File: src/rtl/fp_mult_stim_gen.sv
// Class-sweeping operand generator for the fp_mult pipeline, with result/tag realignment.
// Optional result scoreboard compiled in with `define STIM_SCOREBOARD_EN.
module fp_mult_stim_gen #(
    parameter int          PIPE_LAT   = 3,
    parameter int          NUM_ROUNDS = 4,
    parameter logic [31:0] LFSR_SEED  = 32'hACE12468
) (
    input  logic        clk,
    input  logic        rst,
    input  logic        start,
    output logic [31:0] a,
    output logic [31:0] b,
    output logic        op_valid,
    input  logic [31:0] z,
    input  logic [7:0]  status,
    output logic        res_valid,
    output logic [3:0]  res_class,
    output logic [31:0] res_z,
    output logic [7:0]  res_status,
    output logic        busy,
    output logic        done,
    output logic [15:0] vec_count,
    output logic [15:0] err_count
);

    localparam logic [31:0] TAPS = 32'h80200003;
    localparam logic [31:0] SEED = (LFSR_SEED == 32'd0) ? 32'd1 : LFSR_SEED;

    typedef enum logic [1:0] {S_IDLE, S_ISSUE, S_DRAIN, S_DONE} state_t;

    state_t      state_reg, state_next;
    logic [31:0] lfsr_reg, lfsr_next;
    logic [3:0]  class_idx_reg, class_idx_next;
    logic [15:0] round_cnt_reg, round_cnt_next;
    logic [7:0]  drain_cnt_reg, drain_cnt_next;
    logic        emit;
    logic [3:0]  emit_class;
    logic        clear_run;

    logic [31:0] a_reg, b_reg;
    logic        op_valid_reg;
    logic [15:0] vec_count_reg;
    logic        res_valid_reg;
    logic [3:0]  res_class_reg;
    logic [31:0] res_z_reg;
    logic [7:0]  res_status_reg;

    logic [31:0] vec_a, vec_b, vec_x, vec_y;
    logic        swap_ok;

    // Clamp the exponent into the normal range so the operand is a finite normal.
    function automatic logic [30:0] norm_mag(input logic [30:0] src);
        logic [7:0] e;
        e = src[30:23];
        if (e == 8'h00)
            e = 8'h01;
        else if (e == 8'hFF)
            e = 8'hFE;
        return {e, src[22:0]};
    endfunction

    assign lfsr_next = lfsr_reg[0] ? ({1'b0, lfsr_reg[31:1]} ^ TAPS) : {1'b0, lfsr_reg[31:1]};

    // class_idx_reg/round_cnt_reg describe the vector currently on a/b; emit_class is the one being loaded.
    always_comb begin
        state_next     = state_reg;
        class_idx_next = class_idx_reg;
        round_cnt_next = round_cnt_reg;
        drain_cnt_next = drain_cnt_reg;
        emit           = 1'b0;
        emit_class     = 4'd0;
        clear_run      = 1'b0;
        case (state_reg)
            S_IDLE: begin
                if (start) begin
                    state_next     = S_ISSUE;
                    emit           = 1'b1;
                    emit_class     = 4'd0;
                    class_idx_next = 4'd0;
                    round_cnt_next = 16'd0;
                    clear_run      = 1'b1;
                end
            end
            S_ISSUE: begin
                if (class_idx_reg == 4'd8 && round_cnt_reg == 16'(NUM_ROUNDS - 1)) begin
                    state_next     = S_DRAIN;
                    drain_cnt_next = 8'd0;
                end else begin
                    emit = 1'b1;
                    if (class_idx_reg == 4'd8) begin
                        emit_class     = 4'd0;
                        round_cnt_next = round_cnt_reg + 16'd1;
                    end else begin
                        emit_class = class_idx_reg + 4'd1;
                    end
                    class_idx_next = emit_class;
                end
            end
            S_DRAIN: begin
                // PIPE_LAT drain cycles put done on the same cycle as the final aligned result.
                if (drain_cnt_reg == 8'(PIPE_LAT - 1))
                    state_next = S_DONE;
                else
                    drain_cnt_next = drain_cnt_reg + 8'd1;
            end
            S_DONE:  state_next = S_IDLE;
            default: state_next = S_IDLE;
        endcase
    end

    // First operand takes sign L[1], second takes L[0]; class 8 keeps the raw LFSR bits.
    always_comb begin
        vec_x   = 32'd0;
        vec_y   = 32'd0;
        swap_ok = 1'b0;
        case (emit_class)
            4'd0: begin
                vec_x   = {lfsr_reg[1], 31'd0};
                vec_y   = {lfsr_reg[0], norm_mag(lfsr_reg[30:0])};
                swap_ok = 1'b1;
            end
            4'd1: begin
                vec_x = {lfsr_reg[1], norm_mag(lfsr_reg[30:0])};
                vec_y = {lfsr_reg[0], norm_mag({lfsr_reg[14:0], lfsr_reg[31:16]})};
            end
            4'd2: begin
                vec_x   = {lfsr_reg[1], 8'hFF, 23'd0};
                vec_y   = {lfsr_reg[0], norm_mag(lfsr_reg[30:0])};
                swap_ok = 1'b1;
            end
            4'd3: begin
                vec_x   = {lfsr_reg[1], 31'd0};
                vec_y   = {lfsr_reg[0], 8'hFF, 23'd0};
                swap_ok = 1'b1;
            end
            4'd4: begin
                vec_x   = {lfsr_reg[1], 8'hFF, lfsr_reg[22:0] | 23'd1};
                vec_y   = {lfsr_reg[0], norm_mag(lfsr_reg[30:0])};
                swap_ok = 1'b1;
            end
            4'd5: begin
                vec_x = {lfsr_reg[1], 31'h7F7FFFFF};
                vec_y = {lfsr_reg[0], 31'h7F7FFFFF};
            end
            4'd6: begin
                vec_x = {lfsr_reg[1], 31'h00800000};
                vec_y = {lfsr_reg[0], 31'h00800000};
            end
            4'd7: begin
                vec_x   = {lfsr_reg[1], 8'h00, lfsr_reg[22:0] | 23'd1};
                vec_y   = {lfsr_reg[0], norm_mag(lfsr_reg[30:0])};
                swap_ok = 1'b1;
            end
            default: begin
                vec_x = lfsr_reg;
                vec_y = ~lfsr_reg;
            end
        endcase
        if (swap_ok && lfsr_reg[31]) begin
            vec_a = vec_y;
            vec_b = vec_x;
        end else begin
            vec_a = vec_x;
            vec_b = vec_y;
        end
    end

    always_ff @(posedge clk or negedge rst) begin
        if (!rst) begin
            state_reg     <= S_IDLE;
            lfsr_reg      <= SEED;
            class_idx_reg <= 4'd0;
            round_cnt_reg <= 16'd0;
            drain_cnt_reg <= 8'd0;
            a_reg         <= 32'd0;
            b_reg         <= 32'd0;
            op_valid_reg  <= 1'b0;
            vec_count_reg <= 16'd0;
        end else begin
            state_reg     <= state_next;
            class_idx_reg <= class_idx_next;
            round_cnt_reg <= round_cnt_next;
            drain_cnt_reg <= drain_cnt_next;
            op_valid_reg  <= emit;
            if (emit) begin
                a_reg    <= vec_a;
                b_reg    <= vec_b;
                lfsr_reg <= lfsr_next;
            end
            if (clear_run)
                vec_count_reg <= 16'd0;
            else if (op_valid_reg && vec_count_reg != 16'hFFFF)
                vec_count_reg <= vec_count_reg + 16'd1;
        end
    end

    // Tag delay line: stage PIPE_LAT-1 lines up with z/status of the same vector.
    logic [PIPE_LAT-1:0]      tag_valid_reg, tag_valid_in;
    logic [PIPE_LAT-1:0][3:0] tag_class_reg, tag_class_in;

    genvar gi;
    generate
        for (gi = 0; gi < PIPE_LAT; gi++) begin : g_tag
            if (gi == 0) begin : g_head
                assign tag_valid_in[gi] = op_valid_reg;
                assign tag_class_in[gi] = class_idx_reg;
            end else begin : g_body
                assign tag_valid_in[gi] = tag_valid_reg[gi-1];
                assign tag_class_in[gi] = tag_class_reg[gi-1];
            end
        end
    endgenerate

    logic       head_valid;
    logic [3:0] head_class;
    assign head_valid = tag_valid_reg[PIPE_LAT-1];
    assign head_class = tag_class_reg[PIPE_LAT-1];

    always_ff @(posedge clk or negedge rst) begin
        if (!rst) begin
            tag_valid_reg  <= '0;
            tag_class_reg  <= '0;
            res_valid_reg  <= 1'b0;
            res_class_reg  <= 4'd0;
            res_z_reg      <= 32'd0;
            res_status_reg <= 8'd0;
        end else begin
            tag_valid_reg <= tag_valid_in;
            tag_class_reg <= tag_class_in;
            res_valid_reg <= head_valid;
            if (head_valid) begin
                res_class_reg  <= head_class;
                res_z_reg      <= z;
                res_status_reg <= status;
            end
        end
    end

`ifdef STIM_SCOREBOARD_EN
    // status = {overflow, underflow, zero_f, inf_f, nan_f, tiny_f, huge_f, inexact_f}
    logic        sb_fail;
    logic [15:0] err_count_reg;

    always_comb begin
        sb_fail = 1'b0;
        case (head_class)
            4'd0:       sb_fail = !status[5];
            4'd2:       sb_fail = !status[4];
            4'd3, 4'd4: sb_fail = !status[3];
            4'd5:       sb_fail = !status[7];
            4'd6:       sb_fail = !status[6];
            default:    sb_fail = 1'b0;
        endcase
    end

    always_ff @(posedge clk or negedge rst) begin
        if (!rst)
            err_count_reg <= 16'd0;
        else if (clear_run)
            err_count_reg <= 16'd0;
        else if (head_valid && sb_fail && err_count_reg != 16'hFFFF)
            err_count_reg <= err_count_reg + 16'd1;
    end

    assign err_count = err_count_reg;
`else
    assign err_count = 16'd0;
`endif

    assign a          = a_reg;
    assign b          = b_reg;
    assign op_valid   = op_valid_reg;
    assign res_valid  = res_valid_reg;
    assign res_class  = res_class_reg;
    assign res_z      = res_z_reg;
    assign res_status = res_status_reg;
    assign vec_count  = vec_count_reg;
    assign busy       = (state_reg == S_ISSUE) || (state_reg == S_DRAIN);
    assign done       = (state_reg == S_DONE);

endmodule
File: config.mk
export PLATFORM = sky130hd
export DESIGN_NAME = fp_mult_stim_gen
export DESIGN_NICKNAME = d
export VERILOG_FILES = /design/src/rtl/fp_mult_stim_gen.sv
export SDC_FILE = /design/constraint.sdc
export NUM_CORES = 1
export LEC_CHECK = 0
export ABC_CLOCK_PERIOD_IN_PS = 3400
export CAP_MARGIN = 30
export CORE_ASPECT_RATIO = 1.75
export CORE_MARGIN = 1
export CORE_UTILIZATION = 30
export CTS_CLUSTER_SIZE = 28
export DETAILED_ROUTE_END_ITERATION = 8
export PLACE_DENSITY = 0.58
export SYNTH_ARGS = -nofsm -noshare
export SYNTH_HDL_FRONTEND = slang
export SYNTH_SLANG_ARGS = --single-unit
File: constraint.sdc
create_clock -name clk -period 3.4 [get_ports clk]
set_input_delay 0.51 -clock clk [delete_from_list [all_inputs] [get_ports clk]]
set_output_delay 0.51 -clock clk [all_outputs]
set_load 0.005 [all_outputs]
Yosys cells after proc, flatten, opt, wreduce, memory -nomap -nowiden
Index checks and enable logic that the tools add are counted.
{"block": "word_totals", "memories": 0, "output_inout_bits": 144, "in_bits": 43, "latch_bits": 0, "elab_cells": 96, "rom_bits": 0, "ff_bits": 203, "ram_bits": 0}
{"block": "classes", "n_lt_le_gt_ge": 0, "div_mod_pow": 0, "muxes": 33, "n_bitwise": 2, "add_sub_neg": 4, "multipliers": 0, "n_eq_ne": 22, "shifts": 0, "n_reduce_logical": 18}
{"cell": "case mux 32 bit (7 select lines)", "count": 1}
{"cell": "case mux 32 bit (5 select lines)", "count": 1}
{"cell": "two-way mux 32 bit", "count": 3}
{"cell": "two-way mux 16 bit", "count": 5}
{"cell": "two-way mux 8 bit", "count": 6}
{"cell": "adder 16 x 1 -> 16 bit, second input constant", "count": 2}
{"cell": "inverter 32 bit", "count": 1}
{"cell": "case mux 16 bit (2 select lines)", "count": 1}
{"cell": "two-way mux 4 bit", "count": 5}
{"cell": "equality test 16 x 2 -> 1 bit, second input constant", "count": 1}
{"cell": "equality test 4 x 3 -> 1 bit, second input constant", "count": 4}
{"cell": "equality test 8 bit, second input constant", "count": 2}
{"cell": "logical NOT 8 bit", "count": 2}
{"cell": "!= test 16 bit, second input constant", "count": 1}
{"cell": "case mux 8 bit (2 select lines)", "count": 1}
{"cell": "!= test 2 bit, second input constant", "count": 6}
{"cell": "AND reduction 3 bit", "count": 3}
{"cell": "adder 8 x 1 -> 8 bit, second input constant", "count": 1}
{"cell": "equality test 4 x 2 -> 1 bit, second input constant", "count": 2}
{"cell": "equality test 8 x 2 -> 1 bit, second input constant", "count": 1}
{"cell": "case mux 2 bit (4 select lines)", "count": 1}
{"cell": "case mux 4 bit (2 select lines)", "count": 1}
{"cell": "two-way mux 2 bit", "count": 3}
{"cell": "nonzero test 2 bit", "count": 3}
{"cell": "other kinds (16)", "count": 22}

Logic depth before layout (Yosys ltp)
{"block": "logic_depth", "depth_word": 9, "mapped_depth": 13, "mapped_depth_nobuf": 10}

Least setup slack after synthesis
OpenSTA, ideal clock, no wires.
{"block": "synth_timing", "path_type": "register to register", "startpoint": "reg class_idx_reg[0]", "endpoint": "reg b_reg[4], in the netlist b[4]", "path_stages_with_launch": 12, "synth_period_minus_slack_ns": 2.612, "required_time_ns": 3.306, "n_path_buf": 3, "t_arrival_ns": 2.518, "setup_ns": 0.094, "setup_slack_ns": 0.788, "path_cell_list": "dfrtp_1 inv_1 ha_1 and3b_1 buf_2 or2_2 nand3_1 o211a_1 buf_2 clkbuf_1 nand2_1 a221oi_2"}
{"block": "synth_via", "elab_chain_cells": 9, "word_cells_on_any_way": 24, "cone_classes": "1 x add/sub; 8 x eq/ne; 9 x mux; 6 x reduce/logical"}
{"element": "start, declared", "line": "33", "source": "logic [3:0] class_idx_reg, class_idx_next;"}
{"element": "start signal, assigned", "line": "181", "source": "class_idx_reg <= class_idx_next;"}
{"element": "parallel branches: the longest is 9 deep, another holds adder 4 x 1 -> 4 bit"}
{"element": "end signal, assigned", "line": "187", "source": "b_reg <= vec_b;"}
{"element": "end, declared", "line": "40", "source": "logic [31:0] a_reg, b_reg;"}
Parallel ways; which one is timed is not known.
A chain may end at the register's enable or synchronous reset.

Final worst setup path
{"block": "layout_timing", "startpoint": "reg state_reg[1]", "endpoint": "reg b_reg[27], in the netlist b[27]"}
{"block": "layout_via", "elab_chain_cells": 7, "word_cells_on_any_way": 20, "cone_classes": "8 x eq/ne; 6 x mux; 6 x reduce/logical"}
{"element": "start, declared", "line": "31", "source": "state_t state_reg, state_next;"}
{"element": "start signal, assigned", "line": "180", "source": "state_reg <= state_next;"}
{"element": "parallel branches: the longest is 7 deep, another holds case mux 32 bit (5 select lines)"}
Parallel ways; which one is timed is not known.

==> impl_metrics.yaml <==
status:
  status: "finished, final reports clean"
pwr:
  power_density_mw_per_mm2: 948
  swShare_pct: 37.3
  pwr-share-comb_pct: 43.9
  clockPowerShare_pct: 21.1
  vdd_drop_max_mv: 0.484
  power_switching_mw: 4.53
  power_frac_seq_pct: 35.0
  p_leak_nw: 5.41
  p_int_mw: 7.61
cts:
  clk_pin_slew_ns: 0.07
  cts_root_buf: "clkbuf_16"
  clock_sinks: 203
  clockBufferDepth: 3
  cts_made_buffers: 20
  htree_levels: 1
  clkLatencyLatePin_ns: 0.51
  ctsHoldBuffers: 0
  cts_tree: "done"
global_routing:
  grt_pass1_wl_um: 45300
  gr-usage-met3_pct: 1.74
  use_met2_pct: 32.1
  grt_max_degree: 91
  antenna_found_initial: 0
  first_global_vias: 8081
  grt_usage_pct: 16.6
  gr-max-usage-layer: "met2"
  grt-ovfl-total: 0
  use_met1_pct: 18.4
critical_path:
  endpoint_kind: "flip-flop"
  reg2reg_slack_ns: 0.33
  worstPathRequired_ns: 3.73
  worstSetupPathType: "reg -> reg"
  path_max_fanout: 15
  cp_data_arrival_time_ns: 3.40
  cp-start-kind: "flip-flop"
detailed_routing:
  routedWlPerCell_um: 18.3
  drc: 0
  drt_wl_total_um: 28000
  dr.pass1.iters: 6
  first_iter_violations: 431
  final_antenna_net_count: 0
  num_vias: 8038
  vias_per_cell: 5.26
die:
  core_area_sq_mm: 0.0324
  die_w_um: 140
  rows: 87
  design.portCount: 187
  start_util_pct: 30.6
  die-area_sq_mm: 0.0339
  die_y_um: 243
timing:
  hold_viol: 0
  setup_violations: 0
  hold_slack_ns: 0.0500
  skew_ns: 0.0119
  drv_slew: 0
  slew_headroom_pct: 42.6
  rsz0062_at_grt: "false"
  tightest_slew_ns: 0.854
  max_freq_ghz: 0.326
  setup_tns_ns: 0
  finalCritPeriodShare_pct: 90.3
  min_period_ns: 3.07
hold_path:
  hold_path_class: "in -> async"
synth:
  postSynthRegisterBits: 203
  syn-cell-area_sq_mm: 0.00993
  synth-warning-count: 0
  ys_seq_area_share_pct: 51.3
  synth_edf_count: 0
  synthCells: 964
  async_flop_share_pct: 100
  ys.flop_type: "dfrtp_1"
  synth.avg_cell_area_sq_um: 10.3
  synth_cell_types: 73
layout:
  finalInstanceArea_sq_mm: 0.0128
  antenna_cells: 0
  drive_gt1_share_pct: 13.6
  area_growth_pct: 28.9
  nFillCells: 3173
  final_core_util_pct: 39.5
  nets: 1168
place:
  place_hpwl_um: 19600
  place_congestion: 0.822
  port_buffers: 170
  post_dp_cell_area_sq_mm: 0.0120
run:
  cap_violations: 0
==> per-layer routing <==
layer / up-vias / wire [um]
met5: - / 0
met4: 0 / 681
met3: 43 / 1060
met2: 204 / 15500
met1: 4027 / 10800
li1: 3764 / -
==> Yosys cell counts, types with 4 or more instances <==
library cell,number,area [sq um]
dfrtp_1,190,4750
nand2_1,127,477
nor2_1,66,248
mux2_2,46,518
a21oi_1,40,200
clkbuf_1,40,150
and3_1,26,163
a221oi_1,23,201
o31ai_1,22,165
nand2b_1,21,131
o21ai_1,21,105
xnor2_1,21,184
buf_4,20,150
o21ai_0,20,100
nand3_1,19,95.1
inv_1,18,67.6
a32oi_1,17,149
nand4_1,17,106
a211oi_1,16,120
a2111oi_0,14,123
buf_2,14,70.1
dfstp_2,13,342
nor3_1,12,60.1
ha_1,10,125
xor2_1,10,87.6
a31oi_1,7,43.8
and2_1,7,43.8
buf_1,7,26.3
o22ai_1,7,43.8
nor4_1,6,37.5
or4_1,6,45.0
a21o_1,5,37.5
a221oi_2,5,75.1
o311ai_1,5,43.8
or3_1,5,31.3
mux2i_1,4,40.0
nor3b_1,4,30.0
o311ai_2,4,65.1
==> cell usage in the layout (no fill, tap or decap), types with 6 or more instances in the layout <==
cell / instances
clkdlybuf4s50_1: 169
dfrtp_1: 189
mux2_2: 46
a221oi_1: 23
inv_1: 18
a32oi_1: 17
dfstp_2: 13
nand2b_1: 21
nor3_1: 12
nand2_1: 127
o22ai_1: 7
and2_1: 6
a31oi_1: 7
a211oi_1: 16
a2111oi_0: 14
ha_1: 10
o21ai_0: 20
nand4_1: 17
nor2_1: 66
o21ai_1: 21
xor2_1: 10
a21oi_1: 40
buf_4: 23
nor4_1: 6
xnor2_1: 21
nand3_1: 19
and3_1: 26
conb_1: 16
or4_1: 6
clkbuf_16: 21
o31ai_1: 22
==> kinds of logic after synthesis <==
| family | Yosys count | share of synthesized area [%] |
|---|---|---|
| AO/OA/AOI/OAI | 229 | 17.3 |
| XOR/XNOR | 31 | 2.73 |
| adder cells (fa/ha/maj) | 10 | 1.26 |
| buffers and inverters | 104 | 5.09 |
| flip-flops | 203 | 51.3 |
| multiplexers | 51 | 5.84 |
| other | 1 | 0.0378 |
| AND/OR/NAND/NOR | 335 | 16.5 |
==> critical path: stages (launching register included) <==
cell and delay, ns:
dfrtp_1 0.41, inv_1 0.10, ha_1 0.51, nand2b_1 0.19, or3_1 0.46, nand2_1 0.26, nor3_4 0.09, buf_4 0.22
o21ai_1 0.43, o311ai_1 0.23
==> through the flow <==
step	instances	total power [mW]	setup WS (ns)
after floorplan	979	7.07	0.788
after global placement	1491	9.50	0.363
after detailed placement	1491	9.60	0.269
after CTS	1527	12.2	0.245
after global routing	1529	12.9	0.0788
final	1529	12.1	0.331
==> timing repair <==
action | CTS | global route
setup buffers | 0 | 1
endpoints found under the setup margin | 0 | 17
gates resized for setup | 0 | 1
endpoints found under the hold margin | 0 | 0
==> final timing paths <==
| path | from | cells past startpoint | endpoint |
|---|---|---|---|
| min in group clk | tag_valid_reg[0]$_DFF_PN0_ | 0 | tag_valid_reg[1]$_DFF_PN0_ |
| max | state_reg[1]$_DFFE_PN0P_ | 9 | b[27]$_DFFE_PN0P_ |
| min reg2reg | tag_valid_reg[0]$_DFF_PN0_ | 0 | tag_valid_reg[1]$_DFF_PN0_ |
| min | rst | 1 | lfsr_reg[11]$_DFFE_PN0P_ |
| max in group asynchronous | rst | 2 | lfsr_reg[31]$_DFFE_PN1P_ |
| max reg2reg | state_reg[1]$_DFFE_PN0P_ | 9 | b[27]$_DFFE_PN0P_ |
==> final cells by class <==
type,count,area [sq um],area share (%)
Multi-Input combinational cell,672,4400,34.3
Clock inverter,12,191,1.49
Timing Repair Buffer,198,1980,15.4
Sequential cell,203,5100,39.8
Inverter,20,75.1,0.586
Clock buffer,24,567,4.43
Tap cell,400,500,3.91
==> power groups by stage <==
stage	Combinational [mW]	Sequential (mW)	Clock, mW
after CTS	5.24	4.35	2.63
after global routing	5.84	4.39	2.72
after global placement	5.15	4.35	0
after detailed placement	5.21	4.39	0
final	5.33	4.26	2.56
after floorplan	3.06	4.02	0
No activity file was read; power rests on OpenSTA's default activity.
